`config.mk`:
```
export PLATFORM = sky130hd
export DESIGN_NAME = traffic_timed
export DESIGN_NICKNAME = d
export VERILOG_FILES = /design/src/rtl/traffic_pkg.sv /design/src/rtl/phase_timer.sv /design/src/rtl/traffic_timed.sv
export SDC_FILE = /design/constraint.sdc
export NUM_CORES = 1
export LEC_CHECK = 0
export CAP_MARGIN = 20
export CORE_MARGIN = 4
export CORE_UTILIZATION = 30
export DETAILED_ROUTE_END_ITERATION = 12
export GPL_TIMING_DRIVEN = 0
export SYNTH_ARGS = -nofsm -noshare
export SYNTH_HDL_FRONTEND = slang
export SYNTH_SLANG_ARGS = --single-unit
```
`constraint.sdc`:
```
create_clock -name clk -period 7 [get_ports clk]
set_input_delay 1.05 -clock clk [delete_from_list [all_inputs] [get_ports clk]]
set_output_delay 1.05 -clock clk [all_outputs]
set_load 0.01 [all_outputs]
```
`src/rtl/traffic_pkg.sv`:
```
// rtl/traffic_pkg.sv - phase encodings, lights encodings and lamp bit indices for traffic_timed
package traffic_pkg;

    typedef enum logic [2:0] {
        NS_GREEN  = 3'd0,
        NS_YELLOW = 3'd1,
        RED_TO_EW = 3'd2,
        EW_GREEN  = 3'd3,
        EW_YELLOW = 3'd4,
        RED_TO_NS = 3'd5,
        WALK      = 3'd6
    } state_t;

    // lights = {ns_r, ns_y, ns_g, ew_r, ew_y, ew_g}
    localparam int NS_R = 5;
    localparam int NS_Y = 4;
    localparam int NS_G = 3;
    localparam int EW_R = 2;
    localparam int EW_Y = 1;
    localparam int EW_G = 0;

    localparam logic [5:0] LIGHTS_NS_GREEN  = 6'b001_100;
    localparam logic [5:0] LIGHTS_NS_YELLOW = 6'b010_100;
    localparam logic [5:0] LIGHTS_RED_TO_EW = 6'b100_100;
    localparam logic [5:0] LIGHTS_EW_GREEN  = 6'b100_001;
    localparam logic [5:0] LIGHTS_EW_YELLOW = 6'b100_010;
    localparam logic [5:0] LIGHTS_RED_TO_NS = 6'b100_100;

endpackage

```
`src/rtl/phase_timer.sv`:
```
// rtl/phase_timer.sv - clear/increment/saturating phase counter with elapsed compare
module phase_timer #(
    parameter int TW  = 6,
    parameter int SAT = 31
) (
    input  logic          clk,
    input  logic          clr,
    input  logic          restart,
    input  logic [TW-1:0] limit,
    output logic [TW-1:0] count,
    output logic          elapsed,
    output logic          saturated
);

    localparam logic [TW-1:0] SAT_V = TW'(SAT);

    always_ff @(posedge clk) begin
        if (clr || restart) begin
            count <= '0;
        end else if (count != SAT_V) begin
            count <= count + TW'(1);
        end
    end

    // limit is always >= 1, so limit-1 cannot underflow
    assign elapsed   = (count >= (limit - TW'(1)));
    assign saturated = (count == SAT_V);

endmodule

```
`src/rtl/traffic_timed.sv`:
```
// rtl/traffic_timed.sv - two-road timed traffic controller; TRAFFIC_PED_EN adds pedestrian WALK phase
module traffic_timed
    import traffic_pkg::*;
#(
    parameter int MIN_GREEN = 8,
    parameter int MAX_GREEN = 32,
    parameter int YELLOW_T  = 4,
    parameter int CLEAR_T   = 2,
    parameter int TW        = 6
`ifdef TRAFFIC_PED_EN
    ,
    parameter int WALK_T    = 6
`endif
) (
    input  logic       clk,
    input  logic       clr,
    input  logic       nscar,
    input  logic       ewcar,
`ifdef TRAFFIC_PED_EN
    input  logic       ped_req,
    output logic       walk,
`endif
    output logic [5:0] lights,
    output logic [2:0] state_o,
    output logic       switch_p
);

    if (MIN_GREEN < 1 || MAX_GREEN < MIN_GREEN || MAX_GREEN >= (1 << TW) ||
        YELLOW_T < 1 || CLEAR_T < 1 || YELLOW_T > MAX_GREEN || CLEAR_T > MAX_GREEN
`ifdef TRAFFIC_PED_EN
        || WALK_T < 1 || WALK_T > MAX_GREEN
`endif
        ) begin : g_bad_params
        $error("traffic_timed: illegal timing parameters");
    end

    state_t        state;
    logic          advance;
    logic [TW-1:0] limit;
    logic [TW-1:0] count;
    logic          elapsed;
    logic          saturated;
    logic          ns_dem;
    logic          ew_dem;

`ifdef TRAFFIC_PED_EN
    logic ped_pend;
    logic walk_to_ew;
    assign ns_dem = nscar | ped_pend;
    assign ew_dem = ewcar | ped_pend;
    assign walk   = (state == WALK);
`else
    assign ns_dem = nscar;
    assign ew_dem = ewcar;
`endif

    phase_timer #(.TW(TW), .SAT(MAX_GREEN - 1)) u_timer (
        .clk       (clk),
        .clr       (clr),
        .restart   (advance),
        .limit     (limit),
        .count     (count),
        .elapsed   (elapsed),
        .saturated (saturated)
    );

    // Own-road demand only delays the yield until the max-green timer saturates
    always_comb begin
        limit   = TW'(MIN_GREEN);
        advance = 1'b0;
        case (state)
            NS_GREEN:  advance = elapsed && ew_dem && (!nscar || saturated);
            EW_GREEN:  advance = elapsed && ns_dem && (!ewcar || saturated);
            NS_YELLOW, EW_YELLOW: begin
                limit   = TW'(YELLOW_T);
                advance = elapsed;
            end
            RED_TO_EW, RED_TO_NS: begin
                limit   = TW'(CLEAR_T);
                advance = elapsed;
            end
`ifdef TRAFFIC_PED_EN
            WALK: begin
                limit   = TW'(WALK_T);
                advance = elapsed;
            end
`endif
            default:   advance = 1'b1;
        endcase
    end

    always_ff @(posedge clk) begin
        if (clr) begin
            state    <= NS_GREEN;
            switch_p <= 1'b0;
`ifdef TRAFFIC_PED_EN
            ped_pend   <= 1'b0;
            walk_to_ew <= 1'b0;
`endif
        end else begin
            switch_p <= 1'b0;
`ifdef TRAFFIC_PED_EN
            ped_pend <= ped_pend | ped_req;
`endif
            if (advance) begin
                case (state)
                    NS_GREEN:  state <= NS_YELLOW;
                    NS_YELLOW: state <= RED_TO_EW;
                    RED_TO_EW:
`ifdef TRAFFIC_PED_EN
                        if (ped_pend) begin
                            state      <= WALK;
                            walk_to_ew <= 1'b1;
                            ped_pend   <= ped_req;
                        end else
`endif
                        begin
                            state    <= EW_GREEN;
                            switch_p <= 1'b1;
                        end
                    EW_GREEN:  state <= EW_YELLOW;
                    EW_YELLOW: state <= RED_TO_NS;
                    RED_TO_NS:
`ifdef TRAFFIC_PED_EN
                        if (ped_pend) begin
                            state      <= WALK;
                            walk_to_ew <= 1'b0;
                            ped_pend   <= ped_req;
                        end else
`endif
                        begin
                            state    <= NS_GREEN;
                            switch_p <= 1'b1;
                        end
`ifdef TRAFFIC_PED_EN
                    WALK: begin
                        state    <= walk_to_ew ? EW_GREEN : NS_GREEN;
                        switch_p <= 1'b1;
                    end
`endif
                    default:   state <= NS_GREEN;
                endcase
            end
        end
    end

    always_comb begin
        case (state)
            NS_GREEN:  lights = LIGHTS_NS_GREEN;
            NS_YELLOW: lights = LIGHTS_NS_YELLOW;
            RED_TO_EW: lights = LIGHTS_RED_TO_EW;
            EW_GREEN:  lights = LIGHTS_EW_GREEN;
            EW_YELLOW: lights = LIGHTS_EW_YELLOW;
            default:   lights = LIGHTS_RED_TO_NS;
        endcase
    end

    assign state_o = state;

endmodule

```
==> results of run 1 <==
-- cell families (layout without fill, tap and decap cells) --
family                   count (synthesis)  count (layout)  synth area share (%)
flip-flops                              10              10                  27.6
AO/OA/AOI/OAI                           18              18                  21.7
adder cells (fa/ha/maj)                  5               5                  8.62
XOR/XNOR                                 3               3                  3.62
buffers and inverters                    8              25                  4.48
AND/OR/NAND/NOR                         37              37                  29.8
multiplexers                             3               3                  4.14
-- layout make-up --
| type | count | share of cell area (%) |
|---|---|---|
| Buffer | 5 | 2.29 |
| Tap cell | 28 | 3.78 |
| Multi-Input combinational cell | 66 | 53.2 |
| Clock buffer | 4 | 3.91 |
| Sequential cell | 10 | 21.6 |
| Timing Repair Buffer | 13 | 14.0 |
| Inverter | 3 | 1.21 |
-- cell usage after synthesis, types with 2 or more instances --
cell,count,area [sq um]
o21ai_0,2,10.0
a21oi_1,5,25.0
inv_1,3,11.3
nand2_1,6,22.5
xnor2_1,3,26.3
dfxtp_1,10,200
nor3_1,2,10.0
buf_2,2,10.0
nand3_1,2,10.0
or3_1,2,12.5
nor3b_1,2,15.0
nor2b_1,2,12.5
clkbuf_1,3,11.3
ha_1,5,62.6
nor3_2,2,20.0
nor2_1,9,33.8
mux2i_1,3,30.0
-- power breakdown --
part	total, mW	internal [mW]	switching (mW)
Clock	0.0529	0.0316	0.0213
Sequential	0.0602	0.0585	0.00168
Combinational	0.0129	0.00630	0.00661
Total	0.126	0.0964	0.0296
-- metrics by stage --
stage	worst slack, ns	instance area (sq um)	cells	util (%)	hold WS (ns)
finish	4.00	927	129	41.1	0.516
global placement	4.30	891	125	39.5	0.504
CTS	3.97	927	129	41.1	0.523
floorplan	4.37	726	84	-	0.473
detailed placement	4.27	891	125	39.5	0.511
global route	3.84	927	129	41.1	0.554
-- worst paths after layout --
check | from | to | slack [ns] | cells past startpoint
worst max-delay path | state_o[2] | lights[1] | 4.00 | 3
worst min-delay path | u_timer.count[1] | u_timer.count[1] | 0.52 | 2
worst max register to register | state_o[2] | u_timer.count[0] | 4.28 | 10
worst min register to register | u_timer.count[1] | u_timer.count[1] | 0.52 | 2
-- metal layers --
| layer | wire, um | vias to the layer above |
|---|---|---|
| li1 | - | 345 |
| met1 | 730 | 291 |
| met2 | 696 | 11 |
| met3 | 62 | 2 |
| met4 | 6 | 0 |
| met5 | 0 | - |
-- registers in the layout, indices dropped and copies added, names as in the netlist --
signal	flops
u_timer.count	6
switch_p	1
state_o	3
-- worst max-delay path: stages (launching register included) --
cell             delay [ns]
dfxtp_1                0.39
clkbuf_1               0.31
nor3b_1                0.37
clkdlybuf4s50_1        0.61
-- layout by cell type, fill, tap and decap left out, drive strengths merged, types with 3 or more instances in the layout --
master	n
clkdlybuf4s50	13
xnor2	3
nor3	4
ha	5
nand2	6
nor2	9
inv	3
mux2i	3
dfxtp	10
a21oi	5
clkbuf	7
o21ai	3
==> flow_metrics.tcl, run 1 <==
set metrics [dict create \
    grt_remaining_overflow 0 \
    place_hpwl_mm 1.20 \
    drt_iter0_markers 7 \
    critical_path_arrival_ns 1.95 \
    rsz0062_at_grt "false" \
    syn_avg_cell_area_sq_um 8.64 \
    cts_root_buffer "clkbuf_4" \
    routed_wl_mm 1.50 \
    async_flop_share_pct 0 \
    syn_to_final_growth_pct 27.8 \
    timing.fmax_ghz 0.333 \
    skew_ns 0.00128 \
    clk_latency_ns 0.27 \
    portBuffers 13 \
    grt_use_met1_pct 12.1 \
    nFillCells 250 \
    die_width_um 57.2 \
    leakage_nw 0.383 \
    cts_post_setup_buffers_inserted 0 \
    gp_routability_congestion 0.727 \
    p_total_mw 0.126 \
    grt_busiest_layer "met2" \
    ant_nets 0 \
    grt_antenna_before_repair 0 \
    syn_inst 84 \
    clock_path_buffers 2 \
    slew_violations 0 \
    vias 649 \
    synth-edff-count 0 \
    min_period_over_period_pct 42.9 \
    ys_ff_latch 10 \
    vdd_drop_max_v 0.0000805 \
    end_kind "output pin" \
    htreeDepth 1 \
    cts_buffers 3 \
    use_met3_pct 4.98 \
    setup_viol 0 \
    netlist_area_sq_um 726 \
    grt_pass1_wl_mm 2.61 \
    ys.flop_type "dfxtp_1" \
    grt_pass1_vias 587 \
    tightest_slew_ns 0.463 \
    clk_pin_slew_ns 0.07 \
    die_area_sq_mm 0.00327 \
    grt.total_usage_pct 10.1 \
    hp-class "reg2reg" \
    drv_cap 0 \
    multiInputGateArea_sq_um 493 \
    met2_usage_pct 16.2 \
    ys_seq_area_share_pct 27.6 \
    dr.pass1.iters 4 \
    antenna_cells 0 \
    drc 0 \
    max_slew_margin_pct 68.7 \
    seqCellArea_sq_um 200 \
    tns_ns 0 \
    cts_sinks 10 \
    run_status "completed" \
    final_nets 111 \
    grt_max_degree 11 \
    initial_utilization_pct 32.2 \
    synth_nets 93 \
    worstSetupPathType "reg2out" \
    ioPinCount 14 \
    cp_max_fo 10 \
    rows 17 \
    report.final.hold_viol_count 0 \
    viasPerCell 5.03 \
    cts_hold_buf 0 \
    min_period_ns 3.00 \
    coreArea_sq_mm 0.00225 \
    power-per-cell-area_mw_per_mm2 136 \
    cts_tree "built" \
    die_h_um 57.2 \
    drive_above_1_share_pct 12.9 \
    crit_required_ns 5.95 \
    synth.distinct_cells 38 \
    ys.warnings.count 0 \
    cts-resized-gates 0 \
    detail_route.wl_per_cell_um 11.6 \
    start_kind "register" \
]
Note: power is estimated with default switching activity, not from simulation.
==> run 2, diff against run 1 <==
clock period = 3 ns   (was 7 ns; I/O delays follow)
==> results of run 2 <==
The final DEF is identical to that of run 1. Status: completed.
Among the figures that moved: setup slack after placement 4.27 ns -> 0.265 ns; setup slack after layout 4.00 ns -> 0.280 ns; end point of the critical path lights[1] -> u_timer.count[0]; register-to-register setup slack 4.28 ns -> 0.28 ns; total power 0.126 mW -> 0.294 mW; worst IR drop on VDD 0.0000805 V -> 0.000188 V
==> run 3, diff against run 2 <==
CTS_BUF_LIST = sky130_fd_sc_hd__clkbuf_4 sky130_fd_sc_hd__clkbuf_8   (was default)
==> results of run 3 <==
The final DEF is identical to that of run 1. Status: completed.
Among the figures that moved: setup slack after placement 4.27 ns -> 0.265 ns; setup slack after layout 4.00 ns -> 0.280 ns; end point of the critical path lights[1] -> u_timer.count[0]; register-to-register setup slack 4.28 ns -> 0.28 ns; total power 0.126 mW -> 0.294 mW; worst IR drop on VDD 0.0000805 V -> 0.000188 V
